**src/rtl/fetch_queue_unit_if.sv**
```systemverilog
// Fetch unit bus bundle: redirect input, imem request/response channels and decode output.
//   master : fetch unit side (drives imem request and decode output)
//   slave  : environment side (drives redirect, imem response and decode ready)
interface fetch_queue_unit_if #(
   parameter int unsigned XLEN = 32
);
   logic            redirect_valid;
   logic [XLEN-1:0] redirect_pc;
   logic            imem_req_valid;
   logic            imem_req_ready;
   logic [XLEN-1:0] imem_req_addr;
   logic            imem_resp_valid;
   logic [31:0]     imem_resp_data;
   logic            imem_resp_err;
   logic            out_valid;
   logic            out_ready;
   logic [XLEN-1:0] out_pc;
   logic [31:0]     out_instr;
   logic [1:0]      out_fault;

   modport master (
      input  redirect_valid, redirect_pc,
      output imem_req_valid, imem_req_addr,
      input  imem_req_ready,
      input  imem_resp_valid, imem_resp_data, imem_resp_err,
      output out_valid, out_pc, out_instr, out_fault,
      input  out_ready
   );

   modport slave (
      output redirect_valid, redirect_pc,
      input  imem_req_valid, imem_req_addr,
      output imem_req_ready,
      output imem_resp_valid, imem_resp_data, imem_resp_err,
      input  out_valid, out_pc, out_instr, out_fault,
      output out_ready
   );
endinterface

```
**src/rtl/fetch_queue_unit.sv**
```systemverilog
// Fetch stage: owns the fetch PC, issues pipelined imem requests, buffers returned words in an
// instruction queue toward decode, and handles a merged redirect that flushes the queue and
// discards in-flight responses.
//   clk, reset : clock, synchronous active-high reset
//   bus        : fetch_queue_unit_if.master (redirect, imem req/resp, decode output)
module fetch_queue_unit #(
   parameter int unsigned     XLEN            = 32,
   parameter logic [XLEN-1:0] RESET_PC        = '0,
   parameter int unsigned     QDEPTH          = 4,
   parameter int unsigned     MAX_OUTSTANDING = 2
) (
   input logic                clk,
   input logic                reset,
   fetch_queue_unit_if.master bus
);
   localparam int unsigned CW = $clog2(QDEPTH + 1);
   localparam int unsigned QW = $clog2(QDEPTH);
   localparam int unsigned TW = (MAX_OUTSTANDING > 1) ? $clog2(MAX_OUTSTANDING) : 1;
   localparam logic [31:0] NOP_INSTR = 32'h0000_0013;

   typedef enum logic {ST_RUN = 1'b0, ST_HALT = 1'b1} state_t;

   typedef struct packed {
      logic [XLEN-1:0] pc;
      logic [31:0]     instr;
      logic [1:0]      fault;
   } entry_t;

   state_t          r_state, w_state_nxt;
   logic [XLEN-1:0] r_pc;
   logic [CW-1:0]   r_inflight, r_drop, r_count;
   logic [QW-1:0]   r_wptr, r_rptr;
   entry_t          r_q [QDEPTH];
   logic [XLEN-1:0] r_tag [MAX_OUTSTANDING];
   logic [TW-1:0]   r_tag_wptr, r_tag_rptr;

   logic            w_req_valid, w_req_fire, w_resp, w_stale;
   logic            w_redir, w_redir_bad, w_resp_push, w_push, w_pop;
   logic [CW-1:0]   w_inflight_nxt;
   logic [QW-1:0]   w_push_idx;
   entry_t          w_push_entry;

   function automatic logic [TW-1:0] tag_inc(input logic [TW-1:0] p);
      return (p == TW'(MAX_OUTSTANDING - 1)) ? '0 : p + TW'(1);
   endfunction

   // Handshake qualifiers
   always_comb begin
      w_req_fire     = w_req_valid & bus.imem_req_ready;
      w_resp         = bus.imem_resp_valid;
      w_stale        = (r_drop != '0);
      w_redir        = bus.redirect_valid;
      w_redir_bad    = w_redir & (bus.redirect_pc[1:0] != 2'b00);
      // Responses are only queued in RUN; after an access fault the rest are discarded
      w_resp_push    = w_resp & ~w_stale & (r_state == ST_RUN) & ~w_redir;
      w_push         = w_resp_push | w_redir_bad;
      w_pop          = (r_count != '0) & bus.out_ready & ~w_redir;
      w_inflight_nxt = r_inflight + CW'(w_req_fire) - CW'(w_resp);
      w_push_idx     = w_redir ? '0 : r_wptr;
   end

   // Entry written into the queue this cycle
   always_comb begin
      w_push_entry = '{pc: r_tag[r_tag_rptr], instr: bus.imem_resp_data, fault: 2'b00};
      if (w_redir_bad) begin
         w_push_entry = '{pc: bus.redirect_pc, instr: NOP_INSTR, fault: 2'b10};
      end else if (bus.imem_resp_err) begin
         w_push_entry.instr = NOP_INSTR;
         w_push_entry.fault = 2'b01;
      end
   end

   // FSM state register
   always_ff @(posedge clk) begin
      if (reset) r_state <= ST_RUN;
      else       r_state <= w_state_nxt;
   end

   // FSM next state
   always_comb begin
      w_state_nxt = r_state;
      if (w_redir)                                w_state_nxt = w_redir_bad ? ST_HALT : ST_RUN;
      else if (w_resp_push && bus.imem_resp_err)  w_state_nxt = ST_HALT;
   end

   // FSM outputs; request issue reserves queue space for every in-flight word
   always_comb begin
      w_req_valid = ~reset & (r_state == ST_RUN)
                  & (r_inflight < CW'(MAX_OUTSTANDING))
                  & (({1'b0, r_count} + {1'b0, r_inflight}) < (CW + 1)'(QDEPTH));
      bus.imem_req_valid = w_req_valid;
      bus.imem_req_addr  = r_pc;
      bus.out_valid      = (r_count != '0);
      bus.out_pc         = r_q[r_rptr].pc;
      bus.out_instr      = r_q[r_rptr].instr;
      bus.out_fault      = (r_count != '0) ? r_q[r_rptr].fault : 2'b00;
   end

   // Queue and tag storage (no reset needed; guarded by counters)
   always_ff @(posedge clk) begin
      if (!reset && w_req_fire) r_tag[r_tag_wptr]  <= r_pc;
      if (!reset && w_push)     r_q[w_push_idx]    <= w_push_entry;
   end

   // PC, counters and pointers
   always_ff @(posedge clk) begin
      if (reset) begin
         r_pc       <= RESET_PC;
         r_inflight <= '0;
         r_drop     <= '0;
         r_count    <= '0;
         r_wptr     <= '0;
         r_rptr     <= '0;
         r_tag_wptr <= '0;
         r_tag_rptr <= '0;
      end else begin
         if (w_req_fire) r_tag_wptr <= tag_inc(r_tag_wptr);
         if (w_resp)     r_tag_rptr <= tag_inc(r_tag_rptr);
         r_inflight <= w_inflight_nxt;
         if (w_redir) begin
            // Everything still outstanding after this edge belongs to the old stream
            r_drop <= w_inflight_nxt;
            r_rptr <= '0;
            if (w_redir_bad) begin
               r_wptr  <= QW'(1);
               r_count <= CW'(1);
            end else begin
               r_pc    <= bus.redirect_pc;
               r_wptr  <= '0;
               r_count <= '0;
            end
         end else begin
            if (w_req_fire)        r_pc   <= r_pc + XLEN'(4);
            if (w_resp && w_stale) r_drop <= r_drop - CW'(1);
            if (w_push)            r_wptr <= r_wptr + QW'(1);
            if (w_pop)             r_rptr <= r_rptr + QW'(1);
            r_count <= r_count + CW'(w_push) - CW'(w_pop);
         end
      end
   end
endmodule

```
**src/flat_wrapper.sv**
```systemverilog
// flat-port wrapper written by rule: the top's interface ports become plain ports
module fetch_queue_unit_flat 
#(
   parameter int unsigned     XLEN            = 32,
   parameter logic [XLEN-1:0] RESET_PC        = '0,
   parameter int unsigned     QDEPTH          = 4,
   parameter int unsigned     MAX_OUTSTANDING = 2
)
  (clk, reset, bus_redirect_valid, bus_redirect_pc, bus_imem_req_valid, bus_imem_req_addr, bus_imem_req_ready, bus_imem_resp_valid, bus_imem_resp_data, bus_imem_resp_err, bus_out_valid, bus_out_pc, bus_out_instr, bus_out_fault, bus_out_ready);
  fetch_queue_unit_if #(.XLEN(XLEN)) bus_i ();
  input logic clk;
  input logic reset;
  input wire logic [$bits(bus_i.redirect_valid)-1:0] bus_redirect_valid;
  input wire logic [$bits(bus_i.redirect_pc)-1:0] bus_redirect_pc;
  output wire logic [$bits(bus_i.imem_req_valid)-1:0] bus_imem_req_valid;
  output wire logic [$bits(bus_i.imem_req_addr)-1:0] bus_imem_req_addr;
  input wire logic [$bits(bus_i.imem_req_ready)-1:0] bus_imem_req_ready;
  input wire logic [$bits(bus_i.imem_resp_valid)-1:0] bus_imem_resp_valid;
  input wire logic [$bits(bus_i.imem_resp_data)-1:0] bus_imem_resp_data;
  input wire logic [$bits(bus_i.imem_resp_err)-1:0] bus_imem_resp_err;
  output wire logic [$bits(bus_i.out_valid)-1:0] bus_out_valid;
  output wire logic [$bits(bus_i.out_pc)-1:0] bus_out_pc;
  output wire logic [$bits(bus_i.out_instr)-1:0] bus_out_instr;
  output wire logic [$bits(bus_i.out_fault)-1:0] bus_out_fault;
  input wire logic [$bits(bus_i.out_ready)-1:0] bus_out_ready;
  assign bus_i.redirect_valid = bus_redirect_valid;
  assign bus_i.redirect_pc = bus_redirect_pc;
  assign bus_imem_req_valid = bus_i.imem_req_valid;
  assign bus_imem_req_addr = bus_i.imem_req_addr;
  assign bus_i.imem_req_ready = bus_imem_req_ready;
  assign bus_i.imem_resp_valid = bus_imem_resp_valid;
  assign bus_i.imem_resp_data = bus_imem_resp_data;
  assign bus_i.imem_resp_err = bus_imem_resp_err;
  assign bus_out_valid = bus_i.out_valid;
  assign bus_out_pc = bus_i.out_pc;
  assign bus_out_instr = bus_i.out_instr;
  assign bus_out_fault = bus_i.out_fault;
  assign bus_i.out_ready = bus_out_ready;
  fetch_queue_unit #(.XLEN(XLEN), .RESET_PC(RESET_PC), .QDEPTH(QDEPTH), .MAX_OUTSTANDING(MAX_OUTSTANDING)) u_core (.clk(clk), .reset(reset), .bus(bus_i));
endmodule
```
**config.mk**
```make
export PLATFORM = sky130hd
export DESIGN_NAME = fetch_queue_unit_flat
export DESIGN_NICKNAME = d
export VERILOG_FILES = /design/src/rtl/fetch_queue_unit_if.sv /design/src/rtl/fetch_queue_unit.sv /design/src/flat_wrapper.sv
export SDC_FILE = /design/constraint.sdc
export NUM_CORES = 1
export LEC_CHECK = 0
export CORE_MARGIN = 4
export CORE_UTILIZATION = 57
export CTS_BUF_LIST = sky130_fd_sc_hd__clkbuf_16
export DETAILED_ROUTE_END_ITERATION = 10
export HOLD_SLACK_MARGIN = 0.12
export PLACE_DENSITY = 0.81
export SYNTH_ARGS = -nofsm -noshare
export SYNTH_HDL_FRONTEND = slang
export SYNTH_SLANG_ARGS = --single-unit
export TNS_END_PERCENT = 10
```
**constraint.sdc**
```tcl
create_clock -name clk -period 23.1 [get_ports clk]
set_input_delay 6.93 -clock clk [delete_from_list [all_inputs] [get_ports clk]]
set_output_delay 6.93 -clock clk [all_outputs]
set_load 0.02 [all_outputs]
```
**Word-level counts from Yosys, hierarchy flattened**

Memory sizes are Yosys's and may differ from the RTL's. A register that Yosys moved wholly into a read port is not among the register bits.
Index checks and enable logic that the tools add are counted.

- Register bits after elaboration: 48
- Latch bits: 0
- Memory bits (writable): 328
- Memory bits (read-only): 0
- Input bits: 71
- Output and inout port bits: 100
- Memories: 2

Memory list:

| memory | words | bits a word | rd ports | clocked after Yosys merged registers in | wr ports | RTL line | source |
|---|---|---|---|---|---|---|---|
| u_core.r_q | 4 | 66 | 1 | 1 | 1 | fetch_queue_unit.sv:33 | `entry_t r_q [QDEPTH];` |
| u_core.r_tag | 2 | 32 | 1 | 1 | 1 | fetch_queue_unit.sv:34 | `logic [XLEN-1:0] r_tag [MAX_OUTSTANDING];` |

- Add/subtract/negate cells: 11
- $mul: 0
- Div/mod/pow operators: 0
- $lt $le $gt $ge: 2
- Eq/ne operators: 1
- Shift operators: 0
- Muxes and demuxes: 28
- Bitwise logic cells: 15
- Reduce and logical (&&, ||, !) cells: 14

Operators by type and width:

| cell | count |
|---|---|
| 32-bit two-way mux | 4 |
| 34-bit two-way mux | 2 |
| 32-bit by 3-bit adder with 32-bit output, second input constant | 1 |
| 1-bit two-way mux | 13 |
| 2-bit two-way mux | 6 |
| 1-bit AND | 10 |
| 2-bit nonzero test | 5 |
| 3-bit two-way mux | 3 |
| 3-bit by 1-bit adder with 3-bit output | 2 |
| 3-bit nonzero test | 2 |
| 3-bit by 1-bit subtractor with 3-bit output | 2 |
| 2-bit by 1-bit adder with 2-bit output, second input constant | 2 |
| 3-bit by 3-bit adder with 4-bit output | 1 |
| 1-bit logical AND | 4 |
| 4-bit by 3-bit < comparator with 1-bit output, second input constant | 1 |
| 1-bit inverter | 4 |
| 3-bit by 2-bit < comparator with 1-bit output, second input constant | 1 |
| 3-bit by 1-bit subtractor with 3-bit output, second input constant | 1 |
| 1-bit adder, second input constant | 2 |
| 2-bit inequality test, second input constant | 1 |
| 2-bit AND reduction | 1 |
| 2-bit OR reduction | 1 |
| 1-bit logical NOT | 1 |
| 1-bit OR | 1 |

**Longest topological paths before layout**

- Depth after elaboration: 9
- Depth in mapped cells: 10
- Mapped depth without buffers: 9

**Worst setup path before layout**

No wires, ideal clock.

- Kind: input to output
- Start: input port reset
- End: output port bus_imem_req_valid
- Arrival: 7422 ps
- Setup slack: 8748 ps
- Cell stages on the path: 3
- Path buffers: 1
- Cells stage by stage: buf_2 > nor2_1 > and3_1

- Word-level cells in the longest chain between the ends: 4

Ends and longest elaborated chain:

| what | RTL line | source |
|---|---|---|
| start: declaration | flat_wrapper.sv:12 | `input logic reset;` |
| 1-bit inverter | fetch_queue_unit.sv:88 | `w_req_valid = ~reset & (r_state == ST_RUN)` |
| 1-bit AND | fetch_queue_unit.sv:88 |  |
| 1-bit AND | fetch_queue_unit.sv:89 | `& (r_inflight < CW'(MAX_OUTSTANDING))` |
| 1-bit AND | fetch_queue_unit.sv:90 | `& (({1'b0, r_count} + {1'b0, r_inflight}) < (CW + 1)'(QDEPTH));` |
| end: declaration | flat_wrapper.sv:15 | `output wire logic [$bits(bus_i.imem_req_valid)-1:0] bus_imem_req_valid;` |

No other way between the ends.

**Final worst setup path**

Same ends and word-level chain as after synthesis.

==> results.yml <==
global_route:
  grt_overflow: 0
  grt_pass1_vias: 9203
  grt_pass1_wl_mm: 52.3
  antenna_found_initial: 1
  gr-usage-all-layers: 0.233
  grt_max_degree: 64
setup_path:
  cp-end-kind: "output port"
  r2r_start: "u_core.r_count[2]$_SDFF_PP0_"
  cp.arrival_ns: 8.30
  startpoint_type: "input pin"
  required_ns: 16.17
  worstSetupPathType: "in2out"
  crit_start: "reset"
  cp_max_fo: 53
clocking:
  clk_path_buf_depth: 3
  h-tree-depth: 2
  clk_pin_slew_worst_paths_ns: 0.06
  cts_setup_buffers: 0
  cts_buffers: 38
  cts.sinks: 379
  cts_hold_buf: 0
  clk_latency_ns: 0.51
  cts_tree: "done"
  cts_root_buf: "clkbuf_16"
  cts_resized: 0
timing:
  finalMaxSlewViolations: 0
  rsz0062_at_grt: "false"
  fin_crit_sh: 0.659
  fin_worst_skew_ns: 0.00954
  setup_violations: 0
  finalHoldViolations: 0
  fin_tns_setup_ns: 0
  slew_headroom: 0.214
  max_freq_ghz: 0.0657
  final.min_clock_period_ns: 15.23
  tightestPinTransition_ns: 1.18
finish:
  diodes: 0
  area_growth_pct: 21.8
  nets: 1198
  fin_area_um2: 18600
  layout.cells.most_common: "edfxtp_1"
  drive_gt1_frac: 0.138
  register_area_um2: 10900
  layout_common_cells: "328 x edfxtp_1, 168 x clkdlybuf4s50_1, 69 x nor2_1"
  multiInputGateArea_um2: 4130
  nFillCells: 1671
yosys:
  async_flop_share: 0
  synth_nets: 1021
  synth_seq_cells: 379
  syn_area_um2: 15200
  synth_top_cells_by_area: "edfxtp_1 65%, mux4_2 9.8%, dfxtp_1 6.7%"
  avgSynthCellArea_um2: 16.3
  synthCells: 938
  yosysTopAreaCell: "edfxtp_1"
  synth_top_area_share: 0.646
  synth_edf_count: 328
  yosysWarnings: 0
  yosysSeqAreaShare: 0.713
  synth_flop_cell: "edfxtp_1"
  synth_cell_type_count: 55
floorplan:
  die_height_um: 172
  dieArea_um2: 29400
  ios: 171
  core_um2: 26200
  rows: 59
  die_x_um: 172
  initial_core_util: 0.582
route:
  drtPass1Iterations: 5
  drt_iter0_markers: 963
  via_per_inst: 6.13
  vias: 9062
  wl_per_cell_um: 23.4
  drcViolationCount: 0
  ant_nets: 0
  totalWireLength_mm: 34.5
min_path:
  hold_start: "u_core.bus.imem_req_addr[0]$_SDFFE_PP0P_"
  hp-class: "reg2reg"
pwr:
  pwr_density_cell_nw_per_um2: 84.9
  leakagePower_nw: 6.04
  vdd_drop_max_v: 0.0000589
  power_w: 0.00158
place:
  placed_cell_area_um2: 17300
  dpl.hpwl_mm: 21.2
  routabilityCongestion: 0.858
  numPortBuffers: 170
run:
  drv_cap: 0
outcome:
  status: "finished, final reports clean"
logic make-up after synthesis:
kind of cell,count (synthesis),synth area share
AO/OA/AOI/OAI,135,0.0559
XOR/XNOR,12,0.00689
adder cells (fa/ha/maj),12,0.0108
buffers and inverters,74,0.0189
flip-flops,379,0.713
multiplexers,101,0.120
AND/OR/NAND/NOR,225,0.0739
worst max-delay path: stages:
cell and delay (ns):
buf_2 0.07, buf_4 0.46, nor2_1 0.11, and3_1 0.18
clkdlybuf4s50_1 0.53
worst paths after layout:
kind | slack, ns | to | depth (start not counted)
max | 7.87 | bus_imem_req_valid | 5
min | 0.50 | u_core.r_tag[1][0]$_DFFE_PP_ | 0
max reg2reg | 19.75 | u_core.r_tag[1][0]$_DFFE_PP_ | 6
min reg2reg | 0.50 | u_core.r_tag[1][0]$_DFFE_PP_ | 0
Yosys cell counts (10+ instances only):
| cell type | count |
|---|---|
| nor2_1 | 73 |
| nand2_1 | 40 |
| mux2i_1 | 35 |
| a21oi_1 | 58 |
| nor3_1 | 17 |
| a211oi_1 | 17 |
| o21ai_0 | 19 |
| clkbuf_1 | 34 |
| ha_1 | 10 |
| dfxtp_1 | 51 |
| and2_1 | 34 |
| inv_1 | 22 |
| mux4_2 | 66 |
| nand3_1 | 17 |
| edfxtp_1 | 328 |
registers in the layout (all words and copies together), names as in the netlist, named ones only:
register	cells
u_core.bus.imem_req_addr	32
u_core.r_count	3
u_core.r_drop	3
u_core.r_inflight	3
u_core.r_q	264
u_core.r_rptr	2
u_core.r_state	1
u_core.r_tag	64
u_core.r_tag_rptr	1
u_core.r_tag_wptr	1
u_core.r_wptr	2
power breakdown:
part / switching (W) / internal [W] / total, W
logic: 0.0000969 / 0.0000774 / 0.000174
clock network: 0.000242 / 0.000362 / 0.000603
registers: 0.0000193 / 0.000779 / 0.000798
total: 0.000358 / 0.00122 / 0.00158
final cells by class:
cell class | instances | area share
Sequential cell | 379 | 0.586
Multi-Input combinational cell | 485 | 0.222
Timing Repair Buffer | 187 | 0.0980
Clock buffer | 39 | 0.0526
Tap cell | 335 | 0.0226
Clock inverter | 29 | 0.0138
Inverter | 24 | 0.00485
routing by layer:
layer / track usage / vias to the layer above / share of wire
li1: - / 4033 / -
met1: 0.310 / 4524 / 0.39
met2: 0.390 / 440 / 0.50
met3: 0.0517 / 63 / 0.083
met4: 0.0706 / 2 / 0.026
met5: 0 / - / 0.00032
per-stage QoR:
step / setup slack [ns] / hold slack, ns / util / instances
2_1_floorplan: 8.75 / 0.480 / - / 938
3_3_place_gp: 7.89 / 0.470 / 0.662 / 1410
3_5_place_dp: 7.90 / 0.467 / 0.662 / 1410
4_1_cts: 7.88 / 0.486 / 0.709 / 1478
5_1_grt: 7.76 / 0.494 / 0.709 / 1478
6_report: 7.87 / 0.501 / 0.709 / 1478
Power figures use the tool's default switching activity.
